==> config.mk <==
export PLATFORM = sky130hd
export DESIGN_NAME = fib_req_sequencer
export DESIGN_NICKNAME = d
export VERILOG_FILES = /design/src/rtl/fib_req_sequencer.sv
export SDC_FILE = /design/constraint.sdc
export NUM_CORES = 1
export LEC_CHECK = 0
export CORE_MARGIN = 8
export CORE_UTILIZATION = 40
export CTS_BUF_LIST = sky130_fd_sc_hd__clkbuf_8
export DETAILED_ROUTE_END_ITERATION = 6
export GPL_TIMING_DRIVEN = 0
export PLACE_DENSITY = 0.83
export SYNTH_ARGS = -nofsm -noshare
export SYNTH_HDL_FRONTEND = slang
export SYNTH_SLANG_ARGS = --single-unit
==> constraint.sdc <==
create_clock -name i_clk -period 2.7 [get_ports i_clk]
set_clock_uncertainty 0.15 [all_clocks]
set_input_delay 0.81 -clock i_clk [delete_from_list [all_inputs] [get_ports i_clk]]
set_output_delay 0.81 -clock i_clk [all_outputs]
set_load 0.005 [all_outputs]
==> src/rtl/fib_req_sequencer.sv <==
// fib_req_sequencer: queues n requests, drives one fib core transaction at a
// time, and returns each result on a valid/ready stream in request order.
// Optional build macro FIB_SEQ_TIMEOUT_EN adds a watchdog that aborts a stuck
// request after TIMEOUT_CYCLES wait cycles. Without it, out_timeout is tied low.
module fib_req_sequencer #(
  parameter int unsigned INPUT_WIDTH    = 6,
  parameter int unsigned OUTPUT_WIDTH   = 32,
  parameter int unsigned FIFO_DEPTH     = 4,
  parameter int unsigned TIMEOUT_CYCLES = 256
) (
  input  logic                    i_clk,
  input  logic                    i_rst,
  input  logic                    i_in_valid,
  output logic                    o_in_ready,
  input  logic [INPUT_WIDTH-1:0]  i_in_n,
  output logic                    o_fib_go,
  output logic [INPUT_WIDTH-1:0]  o_fib_n,
  input  logic [OUTPUT_WIDTH-1:0] i_fib_result,
  input  logic                    i_fib_overflow,
  input  logic                    i_fib_done,
  output logic                    o_out_valid,
  input  logic                    i_out_ready,
  output logic [OUTPUT_WIDTH-1:0] o_out_result,
  output logic                    o_out_overflow,
  output logic [INPUT_WIDTH-1:0]  o_out_n,
  output logic                    o_out_timeout
);

  localparam int unsigned PTR_W = (FIFO_DEPTH > 1) ? $clog2(FIFO_DEPTH) : 1;
  localparam int unsigned CNT_W = $clog2(FIFO_DEPTH + 1);

  // Reject configurations the pointer arithmetic cannot handle
  if ((FIFO_DEPTH < 2) || ((FIFO_DEPTH & (FIFO_DEPTH - 1)) != 0) || (TIMEOUT_CYCLES < 1))
  begin : g_bad_cfg
    $error("fib_req_sequencer: FIFO_DEPTH must be a power of two >= 2, TIMEOUT_CYCLES >= 1");
  end

  typedef enum logic [2:0] {
    S_IDLE      = 3'd0,
    S_ISSUE     = 3'd1,
    S_WAIT_CLR  = 3'd2,
    S_WAIT_DONE = 3'd3,
    S_HOLD      = 3'd4
  } state_t;

  state_t                  r_state;
  state_t                  w_state_nxt;
  logic [INPUT_WIDTH-1:0]  r_mem [FIFO_DEPTH];
  logic [PTR_W-1:0]        r_wr_ptr;
  logic [PTR_W-1:0]        r_rd_ptr;
  logic [CNT_W-1:0]        r_count;
  logic [CNT_W-1:0]        w_count_nxt;
  logic                    r_in_ready;
  logic                    w_push;
  logic                    w_pop;
  logic                    w_capture;
  logic                    w_abort;
  logic                    w_tmo_hit;
  logic                    w_fifo_nonempty;
  logic [INPUT_WIDTH-1:0]  r_n;
  logic                    r_fib_go;
  logic                    r_out_valid;
  logic [OUTPUT_WIDTH-1:0] r_out_result;
  logic                    r_out_overflow;
  logic [INPUT_WIDTH-1:0]  r_out_n;

  assign w_push          = i_in_valid && r_in_ready;
  assign w_fifo_nonempty = (r_count != '0);

  // Occupancy after this cycle's push/pop; a full FIFO never accepts a push
  always_comb begin
    w_count_nxt = r_count;
    case ({w_push, w_pop})
      2'b10:   w_count_nxt = r_count + CNT_W'(1);
      2'b01:   w_count_nxt = r_count - CNT_W'(1);
      default: w_count_nxt = r_count;
    endcase
  end

  // Request FIFO storage, pointers and registered ready
  always_ff @(posedge i_clk) begin
    if (!i_rst) begin
      r_wr_ptr   <= '0;
      r_rd_ptr   <= '0;
      r_count    <= '0;
      r_in_ready <= 1'b1;
    end else begin
      if (w_push) begin
        r_mem[r_wr_ptr] <= i_in_n;
        r_wr_ptr        <= r_wr_ptr + PTR_W'(1);
      end
      if (w_pop) begin
        r_rd_ptr <= r_rd_ptr + PTR_W'(1);
      end
      r_count    <= w_count_nxt;
      r_in_ready <= (w_count_nxt != CNT_W'(FIFO_DEPTH));
    end
  end

  // FSM state register
  always_ff @(posedge i_clk) begin
    if (!i_rst) begin
      r_state <= S_IDLE;
    end else begin
      r_state <= w_state_nxt;
    end
  end

  // Next-state decode; WAIT_CLR skips the stale done left from the last result
  always_comb begin
    w_state_nxt = r_state;
    w_pop       = 1'b0;
    w_capture   = 1'b0;
    w_abort     = 1'b0;
    case (r_state)
      S_IDLE: begin
        if (w_fifo_nonempty) begin
          w_pop       = 1'b1;
          w_state_nxt = S_ISSUE;
        end
      end
      S_ISSUE: begin
        w_state_nxt = S_WAIT_CLR;
      end
      S_WAIT_CLR: begin
        if (!i_fib_done) begin
          w_state_nxt = S_WAIT_DONE;
        end else if (w_tmo_hit) begin
          w_abort     = 1'b1;
          w_state_nxt = S_HOLD;
        end
      end
      S_WAIT_DONE: begin
        if (i_fib_done) begin
          w_capture   = 1'b1;
          w_state_nxt = S_HOLD;
        end else if (w_tmo_hit) begin
          w_abort     = 1'b1;
          w_state_nxt = S_HOLD;
        end
      end
      S_HOLD: begin
        if (r_out_valid && i_out_ready) begin
          if (w_fifo_nonempty) begin
            w_pop       = 1'b1;
            w_state_nxt = S_ISSUE;
          end else begin
            w_state_nxt = S_IDLE;
          end
        end
      end
      default: w_state_nxt = S_IDLE;
    endcase
  end

  // Core-side registers: go is high exactly while the FSM sits in ISSUE
  always_ff @(posedge i_clk) begin
    if (!i_rst) begin
      r_n      <= '0;
      r_fib_go <= 1'b0;
    end else begin
      if (w_pop) begin
        r_n <= r_mem[r_rd_ptr];
      end
      r_fib_go <= (w_state_nxt == S_ISSUE);
    end
  end

  // Response registers, held stable in HOLD until accepted
  always_ff @(posedge i_clk) begin
    if (!i_rst) begin
      r_out_valid    <= 1'b0;
      r_out_result   <= '0;
      r_out_overflow <= 1'b0;
      r_out_n        <= '0;
    end else if (w_capture) begin
      r_out_valid    <= 1'b1;
      r_out_result   <= i_fib_result;
      r_out_overflow <= i_fib_overflow;
      r_out_n        <= r_n;
    end else if (w_abort) begin
      r_out_valid    <= 1'b1;
      r_out_result   <= '0;
      r_out_overflow <= 1'b0;
      r_out_n        <= r_n;
    end else if (r_out_valid && i_out_ready) begin
      r_out_valid <= 1'b0;
    end
  end

`ifdef FIB_SEQ_TIMEOUT_EN
  localparam int unsigned TMO_W = $clog2(TIMEOUT_CYCLES + 1);

  logic [TMO_W-1:0] r_tmo_cnt;
  logic             r_out_timeout;

  assign w_tmo_hit = (r_tmo_cnt == TMO_W'(TIMEOUT_CYCLES - 1));

  // Watchdog: counts wait cycles of the current request, restarts on ISSUE
  always_ff @(posedge i_clk) begin
    if (!i_rst) begin
      r_tmo_cnt <= '0;
    end else if (r_state == S_ISSUE) begin
      r_tmo_cnt <= '0;
    end else if (((r_state == S_WAIT_CLR) || (r_state == S_WAIT_DONE)) && !w_tmo_hit) begin
      r_tmo_cnt <= r_tmo_cnt + TMO_W'(1);
    end
  end

  // Timeout flag: set by an abort, cleared by a normal response
  always_ff @(posedge i_clk) begin
    if (!i_rst) begin
      r_out_timeout <= 1'b0;
    end else if (w_abort) begin
      r_out_timeout <= 1'b1;
    end else if (w_capture) begin
      r_out_timeout <= 1'b0;
    end
  end

  assign o_out_timeout = r_out_timeout;
`else
  assign w_tmo_hit     = 1'b0;
  assign o_out_timeout = 1'b0;
`endif

  assign o_in_ready     = r_in_ready;
  assign o_fib_go       = r_fib_go;
  assign o_fib_n        = r_n;
  assign o_out_valid    = r_out_valid;
  assign o_out_result   = r_out_result;
  assign o_out_overflow = r_out_overflow;
  assign o_out_n        = r_out_n;

endmodule

==> metrics.txt, run 1 <==
initial antenna violation count=0; Pwr Density=763.5 mW/mm2; Max FO, Critical Path=3; Syn Area/Cell=10.29 um2; Yosys cell types=38; met2 Track Usage GR=24.45%; Synth area leaders=dfxtp_1, edfxtp_1, nand2_1; RR Endpoint=o_in_ready; Gate Count Post-Synth=304; status=finished, final reports clean; H-tree Lvls=3; Final setup viols=0; first-pass GRT wire length=12.26 mm; Initial Util=40.92%; CTS tree=done; Min-Delay Path Class=reg -> reg; total grt overflow=0; total power draw=3.381 mW; via count=2487; GPL Wtd Cong=0.7018; final net count=461; most frequent cells after synthesis=nand2_1, dfxtp_1, a21oi_1; Worst Setup Start Kind=input port; width of the die=104.5 um; WHS Endpoint=o_out_result[23]; Slew Limit Fails=0; crit share post-route=97.11%; worst r2r path cells=8; top-count cell post-synth=nand2_1; slew margin rel.=58.79%; Worst EP required=2.77 ns; Top Usage Layer GRT=met2; grt met1 use=15.30%; final worst slack=0.07791 ns; Worst Max-Slew Pin Slew=0.6134 ns; syn nets=354; R2R Setup Slk=0.12 ns; Root Driver=clkbuf_8; Vias/cell=4.801; Clk pin slew, worst setup/hold paths=0.07 ns; row count=32; vias in the first global route=2474; async set-reset flop share out of synthesis=0%; die area=0.01091 mm2; setup TNS=0 ns; hpwl dp=5.580 mm; max-cap violations=0; yosys synthesis warning count=0; share of cells above drive strength 1=10.82%; Total GRT Usage=13.81%; placed cells=497; CTS Buf Count=9; met3 Use GR=4.833%; Initial DRT Pass Iterations=4; final WL=7.549 mm; final hold violations=0; ys flop type=dfxtp_1; Layout Cells excl Fill=518; Crit Path Class=in -> reg; hold_ws=0.3046 ns; clock latency at the later pin of the worst-skew pair=0.34 ns; synth-to-layout area growth=41.50%; number of flops mapped to enable cells by yosys=24; fillers=640; Netlist Area Pre-Place=0.003129 mm2; Core ar.=0.007647 mm2; DRC marker count from the first detailed-route iteration=84; Lkg Pwr=1.590 nW; CTS max path bufs=2; drt wl/cell=14.57 um; ANT cells=0; Residual DRC=0; Hold Path Cell Cnt=2; Post-DRT Antenna Nets=0; RR Startpoint=r_count[0]; Port Buffers=91; CP endpoint kind=flop; Yosys reg bits=82; Hold Startpoint=o_out_result[23]; area share of the largest cell type after synthesis=37.11%; Die Y=104.5 um; pre-CTS setup slack=-0.7452 ns; CP arrival=2.69 ns; Ports=93; unrepaired setup endpoints after global routing=false; CTS Sinks=82; largest net degree at the start of global routing=15; Max Freq=381.4 MHz; worst vdd ir=0.4320 mV; Seq/Total Area, Yosys=60.14%; clock period minus final worst setup slack=2.622 ns; Synth area leader=dfxtp_1
## worst max path at each step
stage / cells past startpoint / slack, ns / start / endpoint
final: 9 / 0.08 / i_out_ready / o_in_ready
after global routing: 8 / 0.02 / r_count[0] / o_in_ready
after CTS: 9 / 0.02 / i_out_ready / o_in_ready
after detailed placement: 9 / -0.75 / i_out_ready / o_in_ready
after global placement: 9 / -0.71 / i_out_ready / o_in_ready
after floorplan: 8 / -0.05 / i_out_ready / o_in_ready
## layout make-up
cell class / instances / area, um2 / share of cell area (%)
Inverter: 7 / 26.28 / 0.5934
Tap cell: 102 / 127.6 / 2.882
Timing Repair Buffer: 96 / 945.9 / 21.36
Clock buffer: 10 / 137.6 / 3.108
Sequential cell: 82 / 1882 / 42.50
Buffer: 19 / 91.34 / 2.063
Multi-Input combinational cell: 196 / 1160 / 26.19
Clock inverter: 6 / 57.56 / 1.300
## flip-flops by register name, summed over array words and instances (netlist names)
signal and cells:
o_fib_go 1, o_fib_n 6, o_in_ready 1, o_out_n 6
o_out_overflow 1, o_out_result 32, o_out_valid 1, r_count 3
r_mem 24, r_rd_ptr 2, r_state 3, r_wr_ptr 2
## cell families after synthesis
family          Yosys count  share of synthesized area, %
simple gates            116                         16.31
flops                    82                         60.14
compound gates           62                         11.24
buf+inv                  26                         3.759
mux                       8                         4.958
fa+ha+maj                 6                         2.639
xor+xnor                  3                        0.8398
other cells               1                        0.1198
## power breakdown
part	internal, mW	switching, mW
Clock	0.447	0.421
Sequential	1.41	0.101
Combinational	0.526	0.472
Total	2.39	0.994
## cell usage in the layout, fill, tap and decap left out, types with 2 or more instances in the layout
master           count
nand3_1              2
clkinv_2             2
or3_1                2
a31oi_1              7
buf_4                8
mux4_2               6
nand2b_1             3
nand2_1             88
edfxtp_1            24
dfxtp_1             58
clkbuf_1             7
clkbuf_8            10
inv_1                8
ha_1                 4
a21oi_1             43
buf_2                8
buf_1                2
xor2_1               2
mux2i_1              2
and2_1               4
clkdlybuf4s50_1     89
nor2_1               5
a21o_1               7
## routing by layer
layer / wire length, um / vias to the layer above
met5: 0 / -
met4: 56 / 0
met3: 438 / 6
met2: 3833 / 70
met1: 3221 / 1165
li1: - / 1246
## critical path, cell delays in order
cell and delay, ns:
buf_2 0.12, a21boi_4 0.08, nor3_4 0.22, ha_2 0.21, inv_1 0.05, fa_2 0.33, xor2_1 0.16, or3_1 0.37
a221o_1 0.34
## through the flow
step	util, %	instance area, um2
finish	57.90	4428
global route	57.90	4428
CTS	57.58	4403
detailed placement	54.68	4182
global placement	54.68	4182
floorplan	-	3143
## what timing repair did
| action | CTS | global route |
|---|---|---|
| setup endpoints to repair | 2 | 1 |
| pin swaps | 3 | 4 |
| buffers inserted | 3 | 2 |
| gates resized for setup | 4 | 4 |
| hold endpoints to repair | 0 | 0 |
| hold buffers | 0 | 0 |
Power figures use the tool's default switching activity.
==> run 2, diff against run 1 <==
--- a/config.mk
+++ b/config.mk
@@ -8,9 +8,11 @@
 export CORE_MARGIN = 8
 export CORE_UTILIZATION = 40
 export CTS_BUF_LIST = sky130_fd_sc_hd__clkbuf_8
+export CTS_CLUSTER_DIAMETER = 40
 export DETAILED_ROUTE_END_ITERATION = 6
 export GPL_TIMING_DRIVEN = 0
 export PLACE_DENSITY = 0.83
+export SLEW_MARGIN = 10
 export SYNTH_ARGS = -nofsm -noshare
 export SYNTH_HDL_FRONTEND = slang
 export SYNTH_SLANG_ARGS = --single-unit
==> results of run 2 <==
No change in the layout: final DEF, timing and power equal those of run 1.
